### src/rtl/sr_reg_bank.sv
// rtl/sr_reg_bank.sv - bank of clocked SR flops with conflict mode, minimum-off lockout and edge pulses
module sr_reg_bank #(
   parameter int CHANNELS = 2,
   parameter int PRIORITY = 0,
   parameter int MIN_OFF  = 3
) (
   input  logic                clk,
   input  logic                rst_n,
   input  logic [CHANNELS-1:0] s,
   input  logic [CHANNELS-1:0] r,
   input  logic                clr,
   output logic [CHANNELS-1:0] q,
   output logic [CHANNELS-1:0] q_rise,
   output logic [CHANNELS-1:0] q_fall,
   output logic [CHANNELS-1:0] blocked
);

   localparam int            CW   = (MIN_OFF > 0) ? $clog2(MIN_OFF + 1) : 1;
   localparam logic [CW-1:0] LOAD = CW'(MIN_OFF);

   logic [CW-1:0]       cnt     [CHANNELS];
   logic [CW-1:0]       cnt_nxt [CHANNELS];
   logic [CHANNELS-1:0] q_nxt;
   logic [CHANNELS-1:0] lock;

   always_comb begin
      q_nxt = q;
      lock  = '0;
      for (int i = 0; i < CHANNELS; i++) begin
         cnt_nxt[i] = cnt[i];
         lock[i]    = (MIN_OFF != 0) && (cnt[i] != '0);
         if (clr) begin
            q_nxt[i] = 1'b0;
         end else begin
            case ({s[i], r[i]})
               2'b10:   q_nxt[i] = q[i] | ~lock[i];
               2'b01:   q_nxt[i] = 1'b0;
               2'b11: begin
                  case (PRIORITY)
                     0:       q_nxt[i] = 1'b0;
                     1:       q_nxt[i] = q[i] | ~lock[i];
                     2:       q_nxt[i] = q[i];
                     default: q_nxt[i] = q[i] ? 1'b0 : ~lock[i];
                  endcase
               end
               default: q_nxt[i] = q[i];
            endcase
         end
         // Every 1->0 transition restarts the lockout, regardless of its cause.
         if (q[i] && !q_nxt[i]) begin
            cnt_nxt[i] = LOAD;
         end else if (cnt[i] != '0) begin
            cnt_nxt[i] = cnt[i] - CW'(1);
         end
      end
   end

   always_ff @(posedge clk or negedge rst_n) begin
      if (!rst_n) begin
         q      <= '0;
         q_rise <= '0;
         q_fall <= '0;
         for (int i = 0; i < CHANNELS; i++) begin
            cnt[i] <= '0;
         end
      end else begin
         q      <= q_nxt;
         q_rise <= q_nxt & ~q;
         q_fall <= ~q_nxt & q;
         for (int i = 0; i < CHANNELS; i++) begin
            cnt[i] <= cnt_nxt[i];
         end
      end
   end

   assign blocked = lock;

endmodule
### config.mk
export PLATFORM = sky130hd
export DESIGN_NAME = sr_reg_bank
export DESIGN_NICKNAME = d
export VERILOG_FILES = /design/src/rtl/sr_reg_bank.sv
export SDC_FILE = /design/constraint.sdc
export NUM_CORES = 1
export LEC_CHECK = 0
export CORE_AREA = 2 2 39 41
export CTS_CLUSTER_DIAMETER = 80
export DETAILED_ROUTE_END_ITERATION = 7
export DIE_AREA = 0 0 41 43
export GPL_ROUTABILITY_DRIVEN = 0
export PLACE_DENSITY = 0.67
export SETUP_SLACK_MARGIN = 0.5
export SLEW_MARGIN = 20
export SYNTH_ARGS = -nofsm -noshare
export SYNTH_HDL_FRONTEND = slang
export SYNTH_SLANG_ARGS = --single-unit
### constraint.sdc
create_clock -name clk -period 1.05 [get_ports clk]
set_input_delay 0.315 -clock clk [delete_from_list [all_inputs] [get_ports clk]]
set_output_delay 0.315 -clock clk [all_outputs]
set_load 0.05 [all_outputs]
Word level (Yosys, flattened, before mapping) --
Index checks and enable logic that the tools add are counted.
Word-level totals: register bits after elaboration 10, bits of input ports 7, output and inout bits 8, word-level logic and storage cells 39
Operators by class: $add $sub $neg 2, eq/ne operators 6, mux-type cells 8, bitwise operators 8, reductions and logical operators 10
Operator list (number):
- $eq A2 B2 Y1 const B | 4
- $mux W2 | 4
- $reduce_bool A2 Y1 | 4
- $and A2 B2 Y2 | 2
- $eq A2 B1 Y1 const B | 2
- $not A2 Y2 | 2
- $pmux W1 S2 | 2
- $reduce_or A2 Y1 | 2
- $sub A2 B1 Y2 const B | 2
- $logic_and A1 B1 Y1 | 2
- $logic_not A1 Y1 | 2
- $mux W1 | 2
- $not A1 Y1 | 2
- $or A1 B1 Y1 | 2

Depth between registers and ports, before layout --
Gate-level depths: netlist of the first run.
word-level depth 8, depth in mapped cells 4, depth with buffers taken out 4

Worst setup path before layout of the first run --
OpenSTA, ideal clock, no wires.
path type register to output, start point register cnt[0] in the netlist's numbering, end point output blocked[1], arrival 0.953 ns, required time 0.735 ns, slack -0.218 ns, cell stages (with the launch flop) 4, path buffers 0, path through dfrtp_1 inv_1 ha_1 inv_1
On the way: longest elaborated chain between the ends 1
RTL lines:
- start, declared | RTL line 21 | logic [CW-1:0] cnt [CHANNELS];
- start signal, assigned by index | RTL line 71 | cnt[i] <= cnt_nxt[i];
- $reduce_bool A2 Y1 | RTL line 31 | lock[i] = (MIN_OFF != 0) && (cnt[i] != '0);
- end, declared | RTL line 15 | output logic [CHANNELS-1:0] blocked
No other way between the ends.

Worst setup path in the final report of the first run --
start point register cnt[3] in the netlist's numbering, end point output blocked[0]
The elaborated chain is that of the path after synthesis.

==> results of run 1 <==
## what timing repair did
item	in CTS	in global routing
pin swaps	5	6
resized for setup	10	12
endpoints found under the setup margin	18	18
setup buffers	6	3
gates cloned	0	0
hold buffers	0	0
## layer usage
metal	part of all wire (%)	track usage, %	routed length, um
met3	6.4	3.14	67
met1	36	15.5	373
met5	0	0	0
met4	2.2	8.00	23
met2	56	25.3	582
## cell families after synthesis
| kind of cell | synth area share (%) |
|---|---|
| adders and majority gates | 6.06 |
| buffers and inverters | 7.27 |
| AOI/OAI and AO/OA | 9.39 |
| DFF | 60.6 |
| xor gates and xnor gates | 4.24 |
| and+or+nand+nor | 12.4 |
## path summary, 6_finish.rpt
| path | cells past startpoint | from | end | slack [ns] |
|---|---|---|---|---|
| hold / removal | 2 | rst_n | q[0] | 0.34 |
| setup reg to reg | 7 | cnt[1] | cnt[0] | -0.23 |
| setup / recovery | 4 | cnt[3] | blocked[0] | -0.38 |
| min in group clk | 2 | r[1] | q_rise[1] | 0.47 |
| max in group asynchronous | 2 | rst_n | q_fall[1] | 0.55 |
| hold reg to reg | 2 | cnt[3] | cnt[3] | 0.54 |
## Yosys cell counts, drive strengths merged
cell / number / area, sq um
inv: 8 / 30.0
xor2: 2 / 17.5
a21oi: 2 / 10.0
o211ai: 2 / 15.0
o21ai: 2 / 13.8
ha: 2 / 25.0
nor3: 2 / 10.0
dfrtp: 10 / 250
nor4: 2 / 18.8
nand2: 6 / 22.5
## worst max-delay path: stages (launching register included)
cell and delay (ns):
sky130_fd_sc_hd__dfrtp_1 0.40, sky130_fd_sc_hd__inv_2 0.07, sky130_fd_sc_hd__ha_4 0.14, sky130_fd_sc_hd__clkinvlp_4 0.09
sky130_fd_sc_hd__buf_12 0.15
## final cells by class
cell class,count,area [sq um]
Inverter,8,37.5
Clock buffer,4,36.3
Tap cell,16,20.0
Multi-Input combinational cell,20,234
Fill cell,103,458
Sequential cell,10,258
Timing Repair Buffer,28,340
## cells in the final DEF, fill, tap and decap left out, types with 2 or more instances in the layout
| cell type | count |
|---|---|
| sky130_fd_sc_hd__buf_12 | 8 |
| sky130_fd_sc_hd__clkbuf_4 | 3 |
| sky130_fd_sc_hd__nor3_2 | 2 |
| sky130_fd_sc_hd__nand2_4 | 2 |
| sky130_fd_sc_hd__inv_2 | 4 |
| sky130_fd_sc_hd__dfrtp_1 | 4 |
| sky130_fd_sc_hd__buf_4 | 9 |
| sky130_fd_sc_hd__clkdlybuf4s50_1 | 3 |
| sky130_fd_sc_hd__clkinvlp_4 | 2 |
| sky130_fd_sc_hd__xor2_1 | 2 |
| sky130_fd_sc_hd__nand2_1 | 3 |
| sky130_fd_sc_hd__buf_6 | 5 |
| sky130_fd_sc_hd__o211ai_1 | 2 |
| sky130_fd_sc_hd__o21ai_4 | 2 |
| sky130_fd_sc_hd__dlygate4sd2_1 | 3 |
| sky130_fd_sc_hd__dfrtp_2 | 6 |
| sky130_fd_sc_hd__ha_4 | 2 |
| sky130_fd_sc_hd__inv_1 | 2 |
## metrics by stage
stage | cells | hold slack [ns] | area, sq um | TNS (ns) | total power, mW
final | 86 | 0.343 | 926 | -2.20 | 2.42
after global placement | 73 | 0.498 | 734 | -2.19 | 1.74
after detailed placement | 73 | 0.502 | 734 | -2.44 | 1.76
after floorplan | 38 | 0.0194 | 457 | -0.194 | 1.25
after global routing | 86 | 0.349 | 926 | -2.73 | 2.58
after CTS | 83 | 0.355 | 841 | -1.66 | 2.27
## state kept, by name, indices dropped and copies added (netlist names)
signal / flops
q_rise: 2
cnt: 4
q_fall: 2
q: 2
## power by group
group	switching [mW]	total [mW]	internal (mW)	leakage, nW
Combinational	0.696	1.50	0.801	0.279
Sequential	0.0762	0.573	0.497	0.120
Clock	0.139	0.349	0.211	0.0210
==> out/results.md, run 1 <==
Status
* **status** finished with violations
* **failing checks** negative setup slack

STA
* **Fmax achieved** 0.701 GHz
* **least setup slack across all paths after layout** -0.377 ns
* **RSZ-0062 raised after global routing** true
* **Layout Skew** 0.00545 ns
* **number of failing setup endpoints in the final timing report** 13
* **slew at the pin closest to its max-slew limit** 0.473 ns
* **share of the clock period used by the worst path after layout** 136%
* **final hold vios** 0
* **crit path time final** 1.43 ns
* **count of final max-slew check failures** 0
* **worst slew slack as a fraction of its limit** 68.5%

Global route
* **leftover overflow at the end of global routing** 0
* **wire length of the first global-routing pass** 1.71 mm
* **initial antenna violation count** 0
* **All-Layer GR Usage** 14.8%
* **maximum number of pins on one net before global-route repair** 11
* **via count of the first global-routing pass** 427

Placement
* **worst setup slack before clock tree synthesis** -0.291 ns
* **post-DP HPWL** 666 um
* **port bufs** 14

Setup path
* **Arr. time, crit path** 1.11 ns
* **critical-path maximum fanout** 2
* **Critical Path End Type** output pin
* **data required time of the critical path** 0.73 ns
* **Worst setup SP type** register
* **critical setup path kind** reg2out

Synthesis
* **Synth Instances** 38
* **Synthesis Warnings** 0
* **Seq/Total Area, Yosys** 60.6%
* **distinct cell type count after synthesis** 12
* **post-synthesis area per instance** 10.9 sq um
* **Post-Synthesis Cell Area** 413 sq um
* **Mapped Nets** 47
* **total of flip-flops plus latches after synthesis** 10

CTS
* **buffer cell driving the clock tree root** sky130_fd_sc_hd__clkbuf_4
* **Bufs on Longest Clock Path** 2
* **TritonCTS Buffers** 3
* **clock tree from TritonCTS** yes
* **clock slew at the register clock pins of the worst setup and hold paths** 0.07 ns
* **clk sinks** 10
* **H-tree depth** 1
* **Skew-Pair Late Insertion Delay** 0.27 ns

Detailed routing
* **detail-routed via count per cell** 4.55
* **antenna violation net count after detailed routing** 0
* **number of iterations in the first detailed-routing pass** 2
* **DRC marker count from the first detailed-route iteration** 4
* **count of unresolved DRC violations after routing** 0
* **wire length per cell** 12.2 um
* **total wire length** 1.05 mm
* **overall via count from detail_route** 391

Floorplan
* **initial core utilization** 29.8%
* **overall die height** 43 um
* **total I/O pin count** 15
* **chip width** 41 um
* **overall die area** 0.00176 sq mm
* **num rows** 14
* **Placeable Area** 0.00138 sq mm

Final layout
* **Final nets** 80
* **share of cells above drive strength 1** 72.9%
* **Diodes inserted** 0
* **final core area utilization** 66.9%
* **Layout Area Growth over Synthesis** 124%

Pwr
* **total power per unit cell area** 2610 mW/mm^2
* **IR drop worst, VDD** 2070 uV
* **Pleak** 0.420 nW

Run
* **max-cap violation count** 0

Hold path
* **worst hold-check path type** in2async

Note: power is estimated with default switching activity, not from simulation.
==> inputs of run 2 (changes only) <==
- MAX_ROUTING_LAYER: not set -> met4
==> run 2 against run 1 <==
The flow still finishes with violations (negative setup slack); clock power about the same; critical path depth unchanged; fmax about the same; utilization unchanged; global-route usage up 0.37 points; non-clock buffer count unchanged; worst hold slack about the same; sequential share of layout area unchanged; via count unchanged; combinational power about the same; design area unchanged; largest cell class unchanged; highest routed layer unchanged.
==> out/results.md, run 2 (same netlist as run 1, synthesis figures left out) <==
Detailed routing
* **overall via count from detail_route** 391, unchanged
* **wire length per cell** 12.2 um, unchanged
* **detail-routed via count per cell** 4.55, unchanged
* **antenna violation net count after detailed routing** 0, unchanged
* **total wire length** 1.05 mm, unchanged
* **count of unresolved DRC violations after routing** 0, unchanged
* **number of iterations in the first detailed-routing pass** 2, unchanged
* **DRC marker count from the first detailed-route iteration** 4, unchanged

Placement
* **post-DP HPWL** 666 um, unchanged
* **port bufs** 14, unchanged
* **count of placed standard cells including taps** 73, unchanged

Pwr
* **Switching Share** 37.7%, about the same
* **total power per unit cell area** 2610 mW/mm^2, about the same
* **switching power** 911 uW, about the same
* **power share of the clock group** 14.4%, about the same
* **Internal Dissipation** 1.51 mW, about the same
* **sequential share of power** 23.7%, about the same
* **Pleak** 0.420 nW, unchanged
* **Final Total Pwr** 2.42 mW, about the same
* **IR drop worst, VDD** 2070 uV, about the same
* **part of the power in combinational logic** 61.9%, about the same

Final layout
* **Final nets** 80, unchanged
* **share of cells above drive strength 1** 72.9%, unchanged
* **Diodes inserted** 0, unchanged
* **max reg flops** 4, unchanged
* **final non-filler cell total** 86, unchanged
* **most common cell after layout, fill and taps aside** sky130_fd_sc_hd__buf_4
* **largest reg by FF count** cnt
* **Layout Area Growth over Synthesis** 124%, unchanged
* **most frequent cells in the layout** 9 x sky130_fd_sc_hd__buf_4, 8 x sky130_fd_sc_hd__buf_12, 6 x sky130_fd_sc_hd__dfrtp_2

Setup path
* **Critical Path End Type** output pin
* **startpoint of the most critical register-to-register path** cnt[1]
* **data required time of the critical path** 0.73 ns, about the same
* **CP Launch Point** cnt[3]
* **critical-path maximum fanout** 2, unchanged
* **Worst setup SP type** register
* **critical setup path kind** reg2out
* **Arr. time, crit path** 1.11 ns, about the same

Floorplan
* **num rows** 14, unchanged
* **overall die area** 0.00176 sq mm, unchanged
* **overall die height** 43 um, unchanged
* **total I/O pin count** 15, unchanged
* **chip width** 41 um, unchanged
* **initial core utilization** 29.8%, unchanged
* **Placeable Area** 0.00138 sq mm, unchanged

STA
* **least setup slack across all paths after layout** -0.377 ns, +0.000194 ns
* **RSZ-0062 raised after global routing** true
* **number of failing setup endpoints in the final timing report** 13, unchanged
* **crit path time final** 1.43 ns, -0.000194 ns
* **Layout Skew** 0.00545 ns, +0.000000220 ns
* **slew at the pin closest to its max-slew limit** 0.474 ns, +0.00112 ns
* **share of the clock period used by the worst path after layout** 136%, about the same
* **final hold vios** 0, unchanged
* **worst slew slack as a fraction of its limit** 68.4%, -0.075 points
* **Fmax achieved** 0.701 GHz, about the same
* **count of final max-slew check failures** 0, unchanged

Global route
* **via count of the first global-routing pass** 428, +0.23%
* **All-Layer GR Usage** 15.1%, +0.37 points
* **initial antenna violation count** 0, unchanged
* **leftover overflow at the end of global routing** 0, unchanged
* **maximum number of pins on one net before global-route repair** 11, unchanged
* **wire length of the first global-routing pass** 1.71 mm, unchanged

Status
* **failing checks** negative setup slack
* **status** finished with violations

CTS
* **clock tree from TritonCTS** yes
* **H-tree depth** 1, unchanged
* **clock slew at the register clock pins of the worst setup and hold paths** 0.07 ns, about the same
* **buffer cell driving the clock tree root** sky130_fd_sc_hd__clkbuf_4
* **CTS Hold Buffers Added** 0, unchanged
* **Bufs on Longest Clock Path** 2, unchanged
* **clk sinks** 10, unchanged
* **TritonCTS Buffers** 3, unchanged
* **Skew-Pair Late Insertion Delay** 0.27 ns, about the same

Hold path
* **worst hold-check path type** in2async

Run
* **max-cap violation count** 0, unchanged

-- run 2: cell counts in the layout (fill, tap and decap cells not counted) --
No cell type changed its count.
-- run 2: what timing repair did --
item                                    4_1_cts  5_1_grt
endpoints found under the setup margin       18       18
endpoints found under the hold margin         0        0
resized for setup                            10       12
pin swaps                                     5        6
setup buffers                                 6        3
-- run 2: cell type report --
class                      count  area [sq um]
fill                         103           458
timing repair buffer          28           340
sequential                    10           258
multi-input combinational     20           234
inverter                       8          37.5
clock buffer                   4          36.3
tap                           16          20.0
-- run 2: routing by layer --
layer	vias to the layer above	global-route usage [%]	routed length [um]
met5	-	-	0
met4	0	8.00	23
met3	5	3.14	67
met2	14	25.3	582
met1	184	15.5	373
li1	188	-	-
-- run 2: final timing paths --
kind / endpoint / slack (ns) / cells past startpoint
max: blocked[0] / -0.38 / 4
max reg2reg: cnt[0] / -0.23 / 7
max in group asynchronous: q_fall[1] / 0.55 / 2
min: q[0] / 0.34 / 2
min reg2reg: cnt[3] / 0.54 / 2
min in group clk: q_rise[1] / 0.47 / 2
-- run 2: worst max-delay path: stages, from the launching register on --
cell and delay (ns):
sky130_fd_sc_hd__dfrtp_1 0.40, sky130_fd_sc_hd__inv_2 0.07, sky130_fd_sc_hd__ha_4 0.14, sky130_fd_sc_hd__clkinvlp_4 0.09
sky130_fd_sc_hd__buf_12 0.15
-- run 2: metrics by stage --
step | hold WS (ns) | area [sq um] | util [%] | worst slack [ns] | setup TNS (ns)
3_3_place_gp | 0.498 | 734 | 53.1 | -0.253 | -2.19
6_report | 0.344 | 926 | 66.9 | -0.377 | -2.20
5_1_grt | 0.349 | 926 | 66.9 | -0.419 | -2.73
4_1_cts | 0.355 | 841 | 60.8 | -0.375 | -1.66
3_5_place_dp | 0.502 | 734 | 53.1 | -0.291 | -2.44
2_1_floorplan | 0.0194 | 457 | - | -0.0968 | -0.194
-- run 2: power groups by stage --
stage               Sequential [mW]  Clock (mW)  Combinational, mW
floorplan                     0.633           0              0.617
global placement              0.577           0               1.16
detailed placement            0.583           0               1.17
CTS                           0.570       0.352               1.35
global route                  0.579       0.377               1.62
finish                        0.573       0.349               1.50
